`src/rtl/pipe_stage_reg.sv`:
```
// Pipeline stage register: valid/ready handshake, synchronous flush to a bubble,
// and an optional 2-entry skid buffer that makes in_ready a pure flop.
module pipe_stage_reg #(
  parameter int unsigned       CTRL_W      = 8,
  parameter int unsigned       DATA_W      = 47,
  parameter logic [CTRL_W-1:0] CTRL_BUBBLE = {CTRL_W{1'b0}},
  parameter int unsigned       SKID        = 1
) (
  input  logic              clk,
  input  logic              reset,
  input  logic              flush,
  input  logic              in_valid,
  output logic              in_ready,
  input  logic [CTRL_W-1:0] in_ctrl,
  input  logic [DATA_W-1:0] in_data,
  output logic              out_valid,
  input  logic              out_ready,
  output logic [CTRL_W-1:0] out_ctrl,
  output logic [DATA_W-1:0] out_data,
  output logic [1:0]        occupancy
);

  localparam bit SKID_EN = (SKID != 0);

  // Encoding doubles as the occupancy count.
  typedef enum logic [1:0] {
    ST_EMPTY = 2'd0,
    ST_FULL  = 2'd1,
    ST_SKID  = 2'd2
  } state_e;

  state_e              state_q, state_d;
  logic                in_ready_q, in_ready_d;
  logic [CTRL_W-1:0]   main_ctrl_q, main_ctrl_d;
  logic [DATA_W-1:0]   main_data_q, main_data_d;
  logic [CTRL_W-1:0]   skid_ctrl_q, skid_ctrl_d;
  logic [DATA_W-1:0]   skid_data_q, skid_data_d;
  logic                accept;
  logic                retire;

  assign out_valid = (state_q != ST_EMPTY);
  assign out_ctrl  = main_ctrl_q;
  assign out_data  = main_data_q;
  assign occupancy = state_q;
  assign in_ready  = SKID_EN ? in_ready_q : ((state_q == ST_EMPTY) || out_ready);
  assign accept    = in_valid && in_ready;
  assign retire    = out_valid && out_ready;

  // Next-state and datapath selection; flush overrides every transfer.
  always_comb begin
    state_d     = state_q;
    main_ctrl_d = main_ctrl_q;
    main_data_d = main_data_q;
    skid_ctrl_d = skid_ctrl_q;
    skid_data_d = skid_data_q;
    if (flush) begin
      state_d     = ST_EMPTY;
      main_ctrl_d = CTRL_BUBBLE;
      main_data_d = {DATA_W{1'b0}};
    end else begin
      case (state_q)
        ST_EMPTY: begin
          if (accept) begin
            state_d     = ST_FULL;
            main_ctrl_d = in_ctrl;
            main_data_d = in_data;
          end else begin
            state_d = ST_EMPTY;
          end
        end
        ST_FULL: begin
          if (accept && retire) begin
            main_ctrl_d = in_ctrl;
            main_data_d = in_data;
          end else if (accept && SKID_EN) begin
            state_d     = ST_SKID;
            skid_ctrl_d = in_ctrl;
            skid_data_d = in_data;
          end else if (retire) begin
            // Going empty: present a bubble so downstream decode stays inert.
            state_d     = ST_EMPTY;
            main_ctrl_d = CTRL_BUBBLE;
            main_data_d = {DATA_W{1'b0}};
          end else begin
            state_d = ST_FULL;
          end
        end
        ST_SKID: begin
          if (retire) begin
            state_d     = ST_FULL;
            main_ctrl_d = skid_ctrl_q;
            main_data_d = skid_data_q;
          end else begin
            state_d = ST_SKID;
          end
        end
        default: begin
          state_d     = ST_EMPTY;
          main_ctrl_d = CTRL_BUBBLE;
          main_data_d = {DATA_W{1'b0}};
        end
      endcase
    end
    in_ready_d = (state_d != ST_SKID);
  end

  // State and entry registers.
  always_ff @(posedge clk or posedge reset) begin
    if (reset) begin
      state_q     <= ST_EMPTY;
      in_ready_q  <= 1'b1;
      main_ctrl_q <= CTRL_BUBBLE;
      main_data_q <= {DATA_W{1'b0}};
      skid_ctrl_q <= CTRL_BUBBLE;
      skid_data_q <= {DATA_W{1'b0}};
    end else begin
      state_q     <= state_d;
      in_ready_q  <= in_ready_d;
      main_ctrl_q <= main_ctrl_d;
      main_data_q <= main_data_d;
      skid_ctrl_q <= skid_ctrl_d;
      skid_data_q <= skid_data_d;
    end
  end

endmodule

```
`config.mk`:
```
export PLATFORM = sky130hd
export DESIGN_NAME = pipe_stage_reg
export DESIGN_NICKNAME = d
export VERILOG_FILES = /design/src/rtl/pipe_stage_reg.sv
export SDC_FILE = /design/constraint.sdc
export NUM_CORES = 1
export LEC_CHECK = 0
export BUFFER_PORTS_ARGS = -buffer_cell sky130_fd_sc_hd__buf_4
export CAP_MARGIN = 20
export CELL_PAD_IN_SITES_DETAIL_PLACEMENT = 0
export CELL_PAD_IN_SITES_GLOBAL_PLACEMENT = 2
export CORE_MARGIN = 1
export CORE_UTILIZATION = 30
export DETAILED_ROUTE_END_ITERATION = 8
export GPL_ROUTABILITY_DRIVEN = 0
export PLACE_DENSITY = 0.74
export SLEW_MARGIN = 20
export SYNTH_ARGS = -nofsm -noshare
export SYNTH_HDL_FRONTEND = slang
export SYNTH_SLANG_ARGS = --single-unit
export TNS_END_PERCENT = 100
```
`constraint.sdc`:
```
create_clock -name clk -period 3.5 [get_ports clk]
set_input_delay 0.525 -clock clk [delete_from_list [all_inputs] [get_ports clk]]
set_output_delay 0.525 -clock clk [all_outputs]
set_load 0.1 [all_outputs]
```
# After elaboration in Yosys (flattened, before gate mapping)
# Index checks and enable logic that the tools add are counted.
[totals]
register_bits = 113
latchBits = 0
mem_bits_rw = 0
romBits = 0
in_bits = 60
output_inout_bits = 59
word_cells = 43
mem_count = 0
[classes]
n_addsub = 0
n_mul = 0
div_mod_pow = 0
order_cmp = 0
n_eq_ne = 7
n_shift = 0
muxes = 21
bitwise = 2
reduce_logical = 7
[ops]
columns = ["cell", "count"]
rows = [
  ["2-to-1 mux 47 bit", 6],
  ["case mux 47 bit (3 select lines)", 1],
  ["2-to-1 mux 8 bit", 6],
  ["case mux 8 bit (3 select lines)", 1],
  ["2-to-1 mux 2 bit", 4],
  ["inequality test 4 bit, second input constant", 2],
  ["AND reduction 4 bit", 2],
  ["inequality test 3 bit, second input constant", 2],
  ["case mux 2 bit (3 select lines)", 1],
  ["logical AND 1 bit", 3],
  ["equality test 2 x 1 -> 1 bit, second input constant", 1],
  ["equality test 2 bit, second input constant", 1],
  ["logical NOT 2 bit", 1],
  ["2-to-1 mux 1 bit", 2],
  ["inequality test 2 bit, second input constant", 1],
  ["inverter 1 bit", 2],
  ["nonzero test 2 bit", 1],
]

# Longest topological paths before layout
# Gate-level depths: netlist of the first run.
[logic_depth]
ltp_word = 8
depth_mapped = 7
depth_no_buf = 4

# Least setup slack after synthesis of the first run
# OpenSTA, ideal clock, no wires.
[synth_timing]
kind = "flip-flop to flip-flop"
from = "register state_q[1], in the netlist occupancy[1]"
to = "register main_ctrl_q[0], in the netlist out_ctrl[0]"
arrival_time_ns = 2.162
path_slack_ns = 1.216
stages_incl_launch_ff = 7
n_path_buf = 2
path_cell_list = "dfrtp_1 buf_4 nor2_4 inv_2 o32ai_4 buf_6 a22o_1"
[synth_between]
elab_chain_len = 6
elab_cells_between_ends = 14
[synth_lines]
columns = ["element", "line_no", "text"]
rows = [
  ["start: declaration", "32", "state_e state_q, state_d;"],
  ["start signal: assignment", "117", "state_q <= state_d;"],
  ["nonzero test 2 bit *", "41", "assign out_valid = (state_q != ST_EMPTY);"],
  ["named net out_valid", "16", "output logic out_valid,"],
  ["logical AND 1 bit *", "47", "assign retire = out_valid && out_ready;"],
  ["logical AND 1 bit", "72", "if (accept && retire) begin"],
  ["2-to-1 mux 8 bit", "72", ""],
  ["case mux 8 bit (3 select lines)", "61", "case (state_q)"],
  ["2-to-1 mux 8 bit", "56", "if (flush) begin"],
  ["end signal: assignment", "119", "main_ctrl_q <= main_ctrl_d;"],
  ["end: declaration", "34", "logic [CTRL_W-1:0] main_ctrl_q, main_ctrl_d;"],
]
# The timed path passes the listed nets; every way through them passes the cells marked *.
# A chain may end at the register's enable or synchronous reset.

# Final worst setup path of the first run
[layout_timing]
from = "register state_q[1], in the netlist occupancy[1]"
to = "output occupancy[1]"
[layout_rtl]
columns = ["element", "line_no", "text"]
rows = [
  ["end: declaration", "20", "output logic [1:0] occupancy"],
]
# No word-level cell between the ends.

==> flow_metrics.env, run 1 <==
export IMPL_comb_power_share_pct=25.6
export IMPL_pwr_density_cell_nw_per_um2=658.5
export IMPL_synth_async_sr_flop_share_pct=100.0
export IMPL_die_y_um=139.4
export IMPL_fin_nets=616
export IMPL_drtAntennaViolNets=0
export IMPL_crit_path_max_incr_delay_ns=0.80
export IMPL_rsz0062_at_grt="no"
export IMPL_tightest_slew_ns=0.8353
export IMPL_rows=49
export IMPL_diodes=0
export IMPL_clk_latency_ns=0.41
export IMPL_ios=119
export IMPL_drc=0
export IMPL_synth_edf_count=0
export IMPL_synth_top_cell_area_share_pct=49.48
export IMPL_max_freq_ghz=0.3687
export IMPL_ys_types=31
export IMPL_synth_seq_cells=113
export IMPL_endpoint_kind="primary output"
export IMPL_clk_pin_slew_ns=0.05
export IMPL_synth_most_common_cell="dfrtp_1"
export IMPL_synthesis_area_um2=5664
export IMPL_htreeDepth=4
export IMPL_port_buffers=118
export IMPL_cts_hold_buf=0
export IMPL_path_cells="buf_4 > buf_4"
export IMPL_syn_to_final_growth_pct=28.03
export IMPL_finalCritPeriodShare_pct=77.50
export IMPL_routed_via_density=4.855
export IMPL_slew_headroom_pct=44.31
export IMPL_dieArea_um2=19430
export IMPL_syn_instance_count=446
export IMPL_wl_per_cell_um=17.39
export IMPL_clkSinkCount=113
export IMPL_critPathSlowestCell="dfrtp_4"
export IMPL_finalInstanceArea_um2=7252
export IMPL_num_vias=3874
export IMPL_grt_pass1_vias=4190
export IMPL_ys_seq_area_share_pct=49.94
export IMPL_cts_root_buf="clkbuf_16"
export IMPL_synthTopCellsByCount="dfrtp_1 (112), nand2_1 (56), a22o_1 (55), mux2i_1 (55), o21ai_0 (55)"
export IMPL_p_leak_uw=0.003276
export IMPL_grt_usage_pct=15.24
export IMPL_grt_pass1_wl_um=22670
export IMPL_cts_resized=0
export IMPL_hold_viol_final=0
export IMPL_gr_total_overflow=0
export IMPL_placed_area_um2=6631
export IMPL_antenna_found_initial=0
export IMPL_swShare_pct=31.72
export IMPL_cts_tree="yes"
export IMPL_cp_max_fo=33
export IMPL_fp_dieW_um=139.4
export IMPL_grt_max_degree=58
export IMPL_status="complete, no violations"
export IMPL_ir_worst_vdd_mv=0.3528
export IMPL_drtIter0Drc=157
export IMPL_finalSetupTns_ns=0
export IMPL_power_internal_uw=3261
export IMPL_cp_start_kind="register"
export IMPL_postSynthAreaPerCell_um2=12.70
export IMPL_drv_slew=0
export IMPL_initial_core_util_pct=31.11
export IMPL_cts_setup_buffers=0
export IMPL_synth_ff_type="dfrtp_1"
export IMPL_finClkSkew_ns=0.005323
export IMPL_worstSetupPathType="register to primary output"
export IMPL_setup_violations=0
export IMPL_cts_made_buffers=17
export IMPL_fin_crit_ns=2.713
export IMPL_cpMostUsedCell="buf_4"
export IMPL_dp_hpwl_um=8998
export IMPL_drive_gt1_share_pct=38.66
export IMPL_path_buf_inv=2
export IMPL_busiest_layer="met2"
export IMPL_arrival_ns=2.19
export IMPL_synth_fp_nets=506
export IMPL_hp_class="input port to async pin"
export IMPL_wl_um=13880
export IMPL_core_um2=18210
export IMPL_max_cap_viol_count=0
export IMPL_use_met1_pct=18.87
export IMPL_synth_warnings=0
export IMPL_crit_family="buffers and inverters"
export IMPL_pwr_share_clk_pct=38.4
export IMPL_seqPwrFrac_pct=36.0
export IMPL_drt_pass1_iter_count=6
export IMPL_grt_use_met2_pct=24.57
export IMPL_grt_util_met3_pct=4.611
export IMPL_synth_area_top_cells="dfrtp_1 (49%), mux2_4 (13%), mux2i_1 (9.7%)"
export IMPL_cp_data_required_time_ns=2.97
export IMPL_clock_path_buffers=2
export IMPL_yosys_area_top_type="dfrtp_1"
export IMPL_p_switching_uw=1515
-- registers in the layout (all words and copies together) (netlist names) --
| signal | count |
|---|---|
| out_ctrl | 8 |
| out_data | 47 |
| in_ready | 1 |
| occupancy | 2 |
| skid_data_q | 47 |
| skid_ctrl_q | 8 |
-- cells in the final DEF, fill, tap and decap left out --
cell type | synthesis | layout
a21oi_1 | 2 | 2
a22o_1 | 55 | 55
a2bb2oi_2 | 1 | 1
and3_4 | 1 | 1
and3b_1 | 1 | 1
and4b_2 | 0 | 1
buf_12 | 5 | 3
buf_4 | 10 | 124
bufinv_16 | 0 | 4
clkbuf_1 | 6 | 2
clkbuf_16 | 0 | 17
clkbuf_8 | 0 | 2
clkinv_2 | 0 | 5
clkinvlp_4 | 0 | 3
dfrtp_1 | 112 | 110
dfrtp_2 | 0 | 1
dfrtp_4 | 0 | 1
dfstp_2 | 1 | 1
inv_2 | 1 | 1
mux2_1 | 5 | 5
mux2_4 | 50 | 50
mux2i_1 | 55 | 55
nand2_1 | 56 | 56
nand2b_1 | 2 | 2
nor2_1 | 2 | 2
nor2_2 | 1 | 1
nor2_4 | 2 | 2
nor2b_1 | 1 | 1
nor3_1 | 1 | 1
o21ai_0 | 55 | 55
o21ai_1 | 1 | 1
o21bai_1 | 1 | 1
o32ai_4 | 1 | 1
xnor2_4 | 1 | 1
-- cell type report --
type | count | area, um2
fillers | 1704 | 10960
flip-flops and latches | 113 | 2834
multi-input cells | 295 | 2509
repair buffers | 127 | 991.0
clock buffers | 21 | 460.4
well taps | 229 | 286.5
clock inverters | 11 | 160.2
inverters | 2 | 11.26
-- routing by layer --
layer | vias to the layer above | share of wire (%)
li1 | 1843 | -
met1 | 1924 | 45
met2 | 90 | 48
met3 | 17 | 5.2
met4 | 0 | 1.6
met5 | - | 0
-- power groups by stage --
stage | combinational, uW | clock [uW] | sequential, uW
floorplan | 533 | 0 | 2140
global placement | 1220 | 0 | 1730
detailed placement | 1230 | 0 | 1730
CTS | 1240 | 1880 | 1720
global route | 1290 | 1930 | 1750
finish | 1220 | 1830 | 1720
-- logic make-up (layout without fill, tap and decap cells) --
group,Yosys count,after routing,synth area share [%]
flip-flops,113,113,49.94
multiplexers,110,110,23.97
XOR/XNOR,1,1,0.4860
AO/OA/AOI/OAI,116,116,14.51
buffers and inverters,38,161,5.787
AND/OR/NAND/NOR,68,68,5.302
-- through the flow --
step	total power [uW]	hold WS, ns	utilization [%]	instances	setup slack (ns)
after floorplan	2671	0.4579	-	446	1.216
after global placement	2945	0.4700	36.42	766	1.082
after detailed placement	2969	0.4773	36.42	766	1.041
after CTS	4840	0.2566	39.83	798	0.7362
after global routing	4980	0.2969	39.83	798	0.6844
final	4775	0.2448	39.83	798	0.7874
-- final timing paths --
kind | from | to | slack (ns) | cells after the start
worst max register to register | occupancy[1] | skid_data_q[23] | 1.08 | 4
worst min register to register | skid_data_q[18] | skid_data_q[18] | 0.49 | 1
worst max-delay path | occupancy[1] | occupancy[1] | 0.79 | 2
min in group clk | out_ready | occupancy[1] | 0.34 | 2
worst min-delay path | reset | out_data[7] | 0.24 | 2
max in group asynchronous | reset | skid_data_q[46] | 2.41 | 3
Note: power is estimated with default switching activity, not from simulation.
==> run 2: changes to the inputs <==
--- a/config.mk
+++ b/config.mk
@@ -5,6 +5,7 @@
 export SDC_FILE = /design/constraint.sdc
 export NUM_CORES = 1
 export LEC_CHECK = 0
+export ABC_AREA = 1
 export BUFFER_PORTS_ARGS = -buffer_cell sky130_fd_sc_hd__buf_4
 export CAP_MARGIN = 20
 export CELL_PAD_IN_SITES_DETAIL_PLACEMENT = 0
@@ -13,7 +14,7 @@
 export CORE_UTILIZATION = 30
 export DETAILED_ROUTE_END_ITERATION = 8
 export GPL_ROUTABILITY_DRIVEN = 0
-export PLACE_DENSITY = 0.74
+export PLACE_DENSITY = 0.82
 export SLEW_MARGIN = 20
 export SYNTH_ARGS = -nofsm -noshare
 export SYNTH_HDL_FRONTEND = slang
==> constraint.sdc (replaced) <==
create_clock -name clk -period 2.5 [get_ports clk]
set_input_delay 0.375 -clock clk [delete_from_list [all_inputs] [get_ports clk]]
set_output_delay 0.375 -clock clk [all_outputs]
set_load 0.1 [all_outputs]
==> flow_metrics.env, run 2 <==
export IMPL_core_um2=16760
export IMPL_drtAntennaViolNets=0
export IMPL_cts_tree="yes"
export IMPL_setup_violations=0
export IMPL_cp_start_kind="register"
export IMPL_status="complete, no violations"
export IMPL_nFillCells=1725
export IMPL_arrival_ns=2.13
export IMPL_synth_fp_nets=729
export IMPL_antenna_found_initial=0
export IMPL_finalSetupTns_ns=0
export IMPL_cts_root_buf="clkbuf_16"
export IMPL_rsz0062_at_grt="no"
export IMPL_finalCritPeriodShare_pct=74.02
export IMPL_pwr_density_cell_nw_per_um2=917.9
export IMPL_p_switching_uw=2111
export IMPL_synth_simple_gate_area_share_pct=30.36
export IMPL_synthesis_area_um2=5196
export IMPL_cp_max_fo=60
export IMPL_synth_area_top_cells="dfrtp_1 (54%), nand2_1 (27%), inv_1 (4.5%)"
export IMPL_cts_made_buffers=17
export IMPL_drv_slew=0
export IMPL_hp_class="input port to async pin"
export IMPL_synth_xor_area_share_pct=0
export IMPL_swShare_pct=34.00
export IMPL_port_buffers=118
export IMPL_cpMostUsedCell="nand2_1"
export IMPL_power_internal_uw=4098
export IMPL_yosys_area_top_type="dfrtp_1"
export IMPL_finClkSkew_ns=0.007987
export IMPL_wl_um=13130
export IMPL_whs_ns=0.05917
export IMPL_grt_usage_pct=15.72
export IMPL_layout_commonest_cell="nand2_1"
export IMPL_ios=119
export IMPL_worstSetupPathType="register to register"
export IMPL_grt_max_degree=61
export IMPL_synth_warnings=0
export IMPL_synthTopCellsByCount="nand2_1 (376), dfrtp_1 (112), inv_1 (62)"
export IMPL_rows=47
export IMPL_fp_dieW_um=133.6
export IMPL_synth_edf_count=0
export IMPL_max_freq_ghz=0.5404
export IMPL_critPathSlowestCell="dfstp_2"
export IMPL_cts_setup_buffers=0
export IMPL_routed_via_density=4.271
export IMPL_synth_top_cell_area_share_pct=53.94
export IMPL_path_cells="nand2_1 > inv_1 > nand3_4 > buf_12 > nand2_1 > o21ai_0"
export IMPL_rr_worst_depth=6
export IMPL_pwr_share_clk_pct=38.9
export IMPL_grt_pass1_vias=4295
export IMPL_syn_instance_count=669
export IMPL_crit_path_max_incr_delay_ns=0.54
export IMPL_num_vias=4322
export IMPL_cp_data_required_time_ns=2.78
export IMPL_ir_worst_vdd_mv=0.4791
export IMPL_drc=0
export IMPL_initial_core_util_pct=31.00
export IMPL_p_leak_uw=0.003875
export IMPL_endpoint_kind="register"
export IMPL_synth_most_common_cell="nand2_1"
export IMPL_synth_compound_area_share_pct=5.490
export IMPL_dieArea_um2=17850
export IMPL_gr_total_overflow=0
export IMPL_synth_fa_ha_area_share_pct=0
export IMPL_hold_viol_final=0
export IMPL_clkSinkCount=113
export IMPL_comb_power_share_pct=23.5
export IMPL_ys_types=22
export IMPL_synth_seq_cells=113
export IMPL_clk_pin_slew_ns=0.05
export IMPL_dp_hpwl_um=8220
export IMPL_diodes=0
export IMPL_dpl_worst_slack_ns=0.6588
export IMPL_syn_to_final_growth_pct=30.17
export IMPL_cts_resized=0
export IMPL_multi_input_area_um2=1876
export IMPL_wl_per_cell_um=12.97
export IMPL_tightest_slew_ns=0.6712
export IMPL_htreeDepth=4
export IMPL_area_sequential_um2=2831
export IMPL_postSynthAreaPerCell_um2=7.767
export IMPL_fin_crit_ns=1.851
export IMPL_drt_pass1_iter_count=4
export IMPL_clk_latency_ns=0.41
export IMPL_fin_nets=839
export IMPL_synth_async_sr_flop_share_pct=100.0
export IMPL_synth_area_mux_share_pct=0
export IMPL_worst_slack_ns=0.6495
export IMPL_slew_headroom_pct=55.25
export IMPL_ys_seq_area_share_pct=54.44
export IMPL_layout_common_cells="nand2_1 (376), buf_4 (121), dfrtp_1 (110)"
export IMPL_cts_hold_buf=0
export IMPL_max_cap_viol_count=0
export IMPL_die_y_um=133.6
export IMPL_drive_gt1_share_pct=22.22
export IMPL_grt_pass1_wl_um=21760
export IMPL_drtIter0Drc=190
export IMPL_synth_top_family_by_area="simple AND/OR/NAND/NOR gates"
export IMPL_synth_ff_type="dfrtp_1"
export IMPL_seqPwrFrac_pct=37.6
export IMPL_clock_path_buffers=2
==> run 2: cell types whose count changed after synthesis, moves of 5 or more <==
cell and delta:
nand2_2 +12, o21ai_0 -35, nand2_1 +320, buf_4 -5, buf_2 +8, a22o_1 -55
nor2_1 +5, clkbuf_1 -5, o21ai_1 +35, mux2_4 -50, inv_1 +61, mux2i_1 -55
mux2_1 -5
==> run 2: routing by layer <==
metal / up-vias / routed length [um] / global-route usage, %
met5: - / 0 / 0
met4: 0 / 199 / 6.250
met3: 17 / 622 / 4.528
met2: 93 / 6287 / 25.69
met1: 1987 / 6015 / 19.50
li1: 2225 / - / -
==> run 2: cells by family (layout without fill, tap and decap cells) <==
group / after synthesis / in the layout
buf+inv: 96 / 219
flops: 113 / 113
compound gates: 57 / 57
simple gates: 403 / 403
==> run 2: path summary, 6_finish.rpt <==
path | startpoint | end | slack [ns]
worst max register to register | in_ready | skid_data_q[27] | 0.65
worst max-delay path | in_ready | skid_data_q[27] | 0.65
min in group clk | in_data[32] | skid_data_q[32] | 0.21
max in group asynchronous | reset | in_ready | 1.67
worst min register to register | out_data[18] | out_data[18] | 0.48
worst min-delay path | reset | out_data[30] | 0.06
==> run 2: final cells by class <==
class | count | area share, %
flip-flops and latches | 113 | 41.86
clock inverters | 12 | 2.072
clock buffers | 20 | 6.604
inverters | 64 | 3.644
multi-input cells | 460 | 27.73
repair buffers | 123 | 14.02
well taps | 220 | 4.070
==> run 2: power groups by stage <==
| stage | combinational (uW) | clock, uW | sequential [uW] |
|---|---|---|---|
| floorplan | 508 | 0 | 2970 |
| global placement | 1460 | 0 | 2350 |
| detailed placement | 1490 | 0 | 2360 |
| CTS | 1490 | 2490 | 2330 |
| global route | 1580 | 2580 | 2380 |
| finish | 1460 | 2420 | 2330 |
==> run 2: critical path: cells and delay by family, from the launching register on <==
family	cells	cell delay, ns
buf+inv	2	0.52
flops	1	0.54
simple gates	3	0.55
compound gates	1	0.07
==> run 2: through the flow <==
stage / instance area [um2] / total power [uW] / instances / utilization [%]
finish: 6764 / 6209 / 1012 / 40.36
global placement: 6177 / 3813 / 980 / 36.86
floorplan: 5202 / 3481 / 669 / -
CTS: 6764 / 6305 / 1012 / 40.36
detailed placement: 6177 / 3844 / 980 / 36.86
global route: 6764 / 6548 / 1012 / 40.36
==> run 3: changes to the inputs <==
==> constraint.sdc (replaced) <==
create_clock -name clk -period 1.9 [get_ports clk]
set_input_delay 0.285 -clock clk [delete_from_list [all_inputs] [get_ports clk]]
set_output_delay 0.285 -clock clk [all_outputs]
set_load 0.1 [all_outputs]
==> flow_metrics.env, run 3 (synthesis results as in run 2) <==
export IMPL_gr_total_overflow=0
export IMPL_hp_class="input port to register"
export IMPL_r2r_end="out_data[28]"
export IMPL_port_buffers=118
export IMPL_dp_hpwl_um=8801
export IMPL_slew_headroom_pct=70.09
export IMPL_cp_data_required_time_ns=2.25
export IMPL_arrival_ns=2.05
export IMPL_antenna_found_initial=0
export IMPL_cts_made_buffers=17
export IMPL_crit_path_max_incr_delay_ns=0.45
export IMPL_fp_dieW_um=133.6
export IMPL_initial_core_util_pct=31.00
export IMPL_drtAntennaViolNets=0
export IMPL_finalInstanceArea_um2=6979
export IMPL_hold_path_depth=3
export IMPL_cp_max_fo=29
export IMPL_tightest_slew_ns=0.4486
export IMPL_drt_pass1_iter_count=4
export IMPL_min_delay_start="in_data[44]"
export IMPL_regToRegStartpoint="occupancy[1]"
export IMPL_path_cells="nand2_1 > clkinv_1 > nor2_1 > nand3_2 > inv_4 > buf_4 > nand2_2 > nand2_2"
export IMPL_pwr_density_cell_nw_per_um2=1195
export IMPL_ir_worst_vdd_mv=0.6981
export IMPL_clk_latency_ns=0.42
export IMPL_grt_usage_pct=16.87
export IMPL_htreeDepth=4
export IMPL_rsz0062_at_grt="no"
export IMPL_cts_setup_buffers=0
export IMPL_placed_area_um2=6364
export IMPL_grt_max_degree=111
export IMPL_worstSetupPathType="register to register"
export IMPL_cpMostUsedCell="nand2_2"
export IMPL_cp_start_kind="register"
export IMPL_finalCritPeriodShare_pct=89.57
export IMPL_ff2ff_setup_slack_ns=0.20
export IMPL_rows=47
export IMPL_critPathSlowestCell="dfrtp_2"
export IMPL_setup_violations=0
export IMPL_cts_tree="yes"
export IMPL_p_leak_uw=0.003952
export IMPL_max_freq_ghz=0.5876
export IMPL_num_vias=4372
export IMPL_hold_viol_final=0
export IMPL_clock_path_buffers=2
export IMPL_core_um2=16760
export IMPL_rr_worst_depth=8
export IMPL_clkSinkCount=113
export IMPL_diodes=0
export IMPL_grt_pass1_wl_um=22940
export IMPL_fin_crit_ns=1.702
export IMPL_fin_nets=848
export IMPL_drc=0
export IMPL_wl_um=13620
export IMPL_finClkSkew_ns=0.007317
export IMPL_clk_pin_slew_ns=0.05
export IMPL_routed_via_density=4.282
export IMPL_wl_per_cell_um=13.33
export IMPL_dieArea_um2=17850
export IMPL_drtIter0Drc=196
export IMPL_hold_path_end="skid_data_q[44]"
export IMPL_worst_slack_ns=0.1983
export IMPL_layout_commonest_cell="nand2_1"
export IMPL_whs_ns=0.1173
export IMPL_die_y_um=133.6
export IMPL_final_util_pct=41.64
export IMPL_grt_pass1_vias=4536
export IMPL_syn_to_final_growth_pct=34.31
export IMPL_status="complete, no violations"
export IMPL_max_cap_viol_count=0
export IMPL_endpoint_kind="register"
export IMPL_cts_root_buf="clkbuf_16"
export IMPL_ios=119
export IMPL_dpl_worst_slack_ns=0.1899
export IMPL_drive_gt1_share_pct=25.34
export IMPL_layout_common_cells="nand2_1 (360), buf_4 (123), dfrtp_1 (110)"
export IMPL_drv_slew=0
[run 3: changes by cell type in the layout (fill, tap and decap cells not counted)]
cell / previous run / this run
clkbuf_8: 1 / 3
buf_4: 121 / 123
nor2_4: 1 / 2
inv_1: 61 / 60
buf_12: 2 / 8
nor2_1: 7 / 6
nand2_2: 12 / 28
dlygate4sd3_1: 0 / 1
clkinv_2: 7 / 6
clkinvlp_4: 3 / 4
nand2_1: 376 / 360
clkbuf_1: 2 / 1
[run 3: per-layer routing]
| layer | part of all wire, % | track usage (%) | vias to the layer above |
|---|---|---|---|
| met4 | 1.5 | 6.187 | 0 |
| li1 | - | - | 2246 |
| met2 | 47 | 27.69 | 96 |
| met1 | 45 | 20.32 | 2013 |
| met5 | 0 | 0 | - |
| met3 | 6.0 | 5.936 | 17 |
[run 3: timing repair]
action	4_1_cts	5_1_grt
hold endpoints to repair	13	0
hold buffers	1	0
resized for setup	0	0
[run 3: how the worst max path moves through the flow]
| stage | slack (ns) | from | to | cells past startpoint |
|---|---|---|---|---|
| final | 0.20 | occupancy[1] | out_data[28] | 8 |
| after global routing | 0.04 | occupancy[1] | out_data[28] | 8 |
| after CTS | 0.17 | occupancy[1] | out_valid | 3 |
| after detailed placement | 0.19 | occupancy[1] | out_data[28] | 8 |
| after global placement | 0.25 | occupancy[1] | out_data[28] | 8 |
| after floorplan | -0.14 | occupancy[1] | out_data[28] | 8 |
[run 3: where the power goes]
part	total (uW)	leakage [uW]	switching (uW)	internal, uW
sequential	3070	0.00146	234	2830
combinational	2000	0.00219	1470	534
clock	3270	0.000298	1120	2150
total	8340	0.00395	2820	5520
[run 3: layout make-up]
class	instances	area, um2
Clock inverter	11	135.1
Tap cell	220	275.3
Fill cell	1708	9781
Timing Repair Buffer	132	1094
Inverter	64	250.2
Sequential cell	113	2831
Multi-Input combinational cell	460	1923
Clock buffer	21	470.5
[run 3: critical path: cells and delay by family, from the launching register on]
| family | cells | cell delay [ns] |
|---|---|---|
| buffers and inverters | 3 | 0.64 |
| flip-flops | 1 | 0.45 |
| AND/OR/NAND/NOR | 5 | 0.52 |
[run 3: metrics by stage]
stage | cells | setup TNS [ns] | power, uW
finish | 1021 | 0 | 8340
global route | 1021 | 0 | 8764
CTS | 1021 | 0 | 8463
detailed placement | 988 | 0 | 5138
global placement | 988 | 0 | 5096
floorplan | 669 | -6.563 | 4596
